$ cat config.mk
export PLATFORM = sky130hd
export DESIGN_NAME = rs_issue_arbiter
export DESIGN_NICKNAME = d
export VERILOG_FILES = /design/src/rtl/rs_issue_arbiter.sv
export SDC_FILE = /design/constraint.sdc
export NUM_CORES = 1
export LEC_CHECK = 0
export ABC_AREA = 0
export BUFFER_PORTS_ARGS = -buffer_cell sky130_fd_sc_hd__buf_2
export CAP_MARGIN = 10
export CORE_AREA = 2 2 299 301
export CTS_CLUSTER_DIAMETER = 150
export CTS_CLUSTER_SIZE = 40
export DETAILED_ROUTE_END_ITERATION = 6
export DIE_AREA = 0 0 301 303
export PLACE_DENSITY = 0.41
export REMOVE_ABC_BUFFERS = 1
export SLEW_MARGIN = 25
export SYNTH_ARGS = -nofsm -noshare
export SYNTH_HDL_FRONTEND = slang
export SYNTH_SLANG_ARGS = --single-unit
$ cat constraint.sdc
create_clock -name clk -period 9.76 [get_ports clk]
set_clock_uncertainty 0.05 [all_clocks]
set_input_delay 1.952 -clock clk [delete_from_list [all_inputs] [get_ports clk]]
set_output_delay 1.952 -clock clk [all_outputs]
set_load 0.05 [all_outputs]
$ cat src/rtl/rs_issue_arbiter.sv
// Issue arbiter: round-robin pick of one ready reservation-station entry per
// cycle into a registered issue slot with a valid/ready handshake to execute.

package rs_issue_arbiter_pkg;

  typedef struct packed {
    logic [7:0]  opcode;
    logic [5:0]  dest_tag;
    logic [31:0] src1_val;
    logic [31:0] src2_val;
  } res_st_cell_t;

endpackage

module rs_issue_arbiter
  import rs_issue_arbiter_pkg::*;
#(
  parameter int unsigned NUM_RS = 8,
  parameter int unsigned IDX_W  = $clog2(NUM_RS)
) (
  input  logic                      clk,
  input  logic                      rst,
  input  logic [NUM_RS-1:0]         rs_ready_in,
  input  res_st_cell_t [NUM_RS-1:0] rs_cells_in,
  output logic [NUM_RS-1:0]         issue_grant_out,
  output logic                      exec_valid_out,
  output res_st_cell_t              exec_op_out,
  output logic [IDX_W-1:0]          exec_idx_out,
  input  logic                      exec_ready_in,
  input  logic                      flush_in,
  output logic [31:0]               issued_count_out
);

  typedef enum logic {StEmpty, StFull} slot_state_e;

  slot_state_e      state_q, state_d;
  res_st_cell_t     op_q;
  logic [IDX_W-1:0] idx_q;
  logic [IDX_W-1:0] ptr_q;
  logic [31:0]      count_q;

  logic             load_en;
  logic             accept;
  logic             grant;
  logic             grant_any;
  logic [IDX_W-1:0] grant_idx;
  logic [IDX_W-1:0] cand;

  // Round-robin search: first ready entry at or after ptr_q, wrapping.
  always_comb begin
    grant_any = 1'b0;
    grant_idx = '0;
    cand      = '0;
    for (int unsigned k = 0; k < NUM_RS; k++) begin
      cand = ptr_q + IDX_W'(k);
      if (!grant_any && rs_ready_in[cand]) begin
        grant_any = 1'b1;
        grant_idx = cand;
      end
    end
  end

  // Slot next-state, handshake qualifiers and one-hot grant.
  always_comb begin
    accept          = (state_q == StFull) & exec_ready_in & ~flush_in;
    load_en         = ~rst & ~flush_in & ((state_q == StEmpty) | exec_ready_in);
    grant           = load_en & grant_any;
    issue_grant_out = '0;
    if (grant) issue_grant_out[grant_idx] = 1'b1;
    state_d = state_q;
    if (flush_in) begin
      state_d = StEmpty;
    end else if (grant) begin
      state_d = StFull;
    end else if (accept) begin
      state_d = StEmpty;
    end
  end

  // Slot state, issue payload, round-robin pointer and saturating counter.
  always_ff @(posedge clk) begin
    if (rst) begin
      state_q <= StEmpty;
      op_q    <= '0;
      idx_q   <= '0;
      ptr_q   <= '0;
      count_q <= '0;
    end else begin
      state_q <= state_d;
      if (grant) begin
        op_q  <= rs_cells_in[grant_idx];
        idx_q <= grant_idx;
        ptr_q <= grant_idx + IDX_W'(1);
      end
      if (accept && (count_q != 32'hFFFF_FFFF)) begin
        count_q <= count_q + 32'd1;
      end
    end
  end

  assign exec_valid_out   = (state_q == StFull);
  assign exec_op_out      = op_q;
  assign exec_idx_out     = idx_q;
  assign issued_count_out = count_q;

endmodule

==> flow_summary.toml <==
[min_path]
hold_depth = 2
min_path_type = "register to register"

[synth]
async_reset_ff_frac = 0
syn_inst = 1389
synth_top_area_frac = 0.214
ys_warn_count = 0
syn_avg_cell_area_sq_um = 7.88
synth-edff-count = 0
synth.most_common_cell = "nand2_1"
ys_top_cells_by_area = "dfxtp_1 21%, mux2i_1 20%, nand2_1 11%, o211a_1 6.3%, a311oi_1 5.4%"
synthFlopType = "dfxtp_1"
synth-seq-cells = 117
ys_top_cells_by_count = "315 x nand2_1, 222 x mux2i_1, 117 x dfxtp_1, 114 x nor2_1, 86 x nand3_1"
seq_area_frac_synth = 0.214
yosysTopAreaCell = "dfxtp_1"
synth_cell_types = 79
syn_area_sq_um = 10900

[die]
die_area_sq_um = 91200
initial_core_util = 0.124
die_h_um = 303
io_pins = 758
die_width_um = 301
coreArea_sq_um = 88000
rows = 109

[critical_path]
critical_path_depth = 12
critPathMaxFanout = 37
cp_cell_sequence = "buf_4, inv_1, ha_1, mux2_2, mux2_2, o211ai_1, o21ai_0, a2111o_2, and2_4, or3_1, nor2_1, buf_2"
cp_top_family = "compound AO/OA/AOI/OAI gates"
slowest_delay_ps = 760
crit_arrival_ps = 5280
slowest_stage = "ha_1"
crit_buf_inv = 3
worstSetupPathType = "register to primary output"
critPathLaunchType = "register"
cpMostUsedCell = "mux2_2"
cp_data_required_time_ps = 7760
reg2regPathDepth = 14
worstSetupEndpointType = "primary output"

[timing]
fin_setup_tns_ps = 0
fin_crit_sh = 0.746
hold_viol_final = 0
worstMarginPinSlew_ps = 1010
slew_headroom = 0.322
setup_viol = 0
fmax_mhz = 137
slew_viol_final = 0
postLayoutSetupSlackWorst_ps = 2480
rsz0062_at_grt = "no"
fin_crit_ps = 7280

[clocking]
cts_root_buf = "clkbuf_16"
cts_sinks = 117
cts_buffer_depth = 2
cts_tree = "built"
clk_latency_ps = 480
cts_max_level = 4
holdBufCountCts = 0
ctsResizeCount = 0
clkTransAtPathRegs_ps = 70
post_cts_buffers = 0
cts_buffers = 17

[status]
status = "finished clean"

[routing]
ant_nets = 0
vias = 13600
routed_wl_um = 69600
dr.first_iter.drc_count = 850
drc = 0
wl_per_cell_um = 21.4
drt_first_pass_iters = 5
viasPerCell = 4.19

[job]
cap_violations = 0

[global_routing]
grt_max_degree = 128
grt_first_pass_wirelength_um = 93700
grt_use_total = 0.144
antenna_found_initial = 38
grt.overflow.total = 0
grt_pass1_vias = 13100

[power]
leakage_nw = 7.95
vdd_drop_max_mv = 0.223
power-per-cell-area_nw_per_um2 = 281
finalPower_mw = 4.57

[cells_and_area]
nets = 2706
area_growth_pct = 48.8
fillers = 10200
post-route-util = 0.185
drive_above_1_share = 0.414

[placed_design]
dp_slack_ps = 2640
hpwlAfterDp_um = 56400
port_buffers = 757
place_congestion = 0.830
==> worst paths after layout <==
check | start | end | slack, ps
setup / recovery | ptr_q[0]$_SDFFE_PP0P_ | issue_grant_out[4] | 2480
hold / removal | exec_idx_out[2]$_SDFFE_PP0P_ | exec_idx_out[2]$_SDFFE_PP0P_ | 400
setup reg to reg | ptr_q[0]$_SDFFE_PP0P_ | exec_op_out[53]$_SDFFE_PP0P_ | 3220
hold reg to reg | exec_idx_out[2]$_SDFFE_PP0P_ | exec_idx_out[2]$_SDFFE_PP0P_ | 400
==> layout by cell type, fill, tap and decap left out, types with 17 or more instances in the layout <==
cell type / count
a21oi_1: 20
a311oi_1: 67
buf_2: 756
buf_4: 21
clkbuf_16: 17
dfxtp_1: 117
inv_1: 18
mux2_2: 18
mux2i_1: 222
nand2_1: 315
nand3_1: 86
nor2_1: 113
o211a_1: 69
o21ai_0: 18
xor2_1: 17
==> metrics by stage <==
step	instances	hold slack, ps	cell area [sq um]
3_5_place_dp	3213	395	15700
3_3_place_gp	3212	381	15700
6_report	3247	398	16300
2_1_floorplan	1269	602	10200
5_1_grt	3246	436	16300
4_1_cts	3245	405	16300
==> sequential cells by signal (all words and copies together), names as in the netlist <==
name,flops
issued_count_out,32
exec_op_out,78
ptr_q,3
exec_valid_out,1
exec_idx_out,3
==> cell type report <==
cell class,instances,area (sq um),area share
Multi-Input combinational cell,1134,7860,0.483
Timing Repair Buffer,779,3990,0.245
Sequential cell,117,2340,0.144
Tap cell,1165,1460,0.0895
Clock buffer,21,460,0.0283
Clock inverter,11,103,0.00630
Inverter,18,67.6,0.00415
Antenna cell,2,5.00,0.000307
==> worst reg2reg max path, delay by kind of cell (launching register included) <==
family | cells | cell delay (ps)
adder cells (fa/ha/maj) | 1 | 760
buffers and inverters | 4 | 2290
multiplexers | 4 | 1460
flip-flops | 1 | 310
AND/OR/NAND/NOR | 1 | 520
AO/OA/AOI/OAI | 4 | 1030
==> kinds of logic (layout without fill, tap and decap cells) <==
| logic type | Yosys count | in the layout | share of synthesized area |
|---|---|---|---|
| AO/OA/AOI/OAI | 248 | 248 | 0.196 |
| flip-flops | 117 | 117 | 0.214 |
| adder cells (fa/ha/maj) | 3 | 3 | 0.00343 |
| buffers and inverters | 138 | 829 | 0.0719 |
| AND/OR/NAND/NOR | 589 | 589 | 0.234 |
| XOR/XNOR | 29 | 29 | 0.0232 |
| multiplexers | 265 | 265 | 0.257 |
| other | 0 | 2 | 0 |
==> layer usage <==
metal	part of all wire	up-vias	global-route usage
li1	-	6453	-
met1	0.42	6409	0.176
met2	0.49	637	0.248
met3	0.077	81	0.0427
met4	0.015	16	0.0313
met5	0.0014	-	0
==> power breakdown <==
group | total [mW] | switching (mW) | internal (mW)
Combinational | 3.32 | 2.15 | 1.18
Clock | 0.651 | 0.288 | 0.363
Sequential | 0.599 | 0.0479 | 0.551
Note: power is estimated with default switching activity, not from simulation.
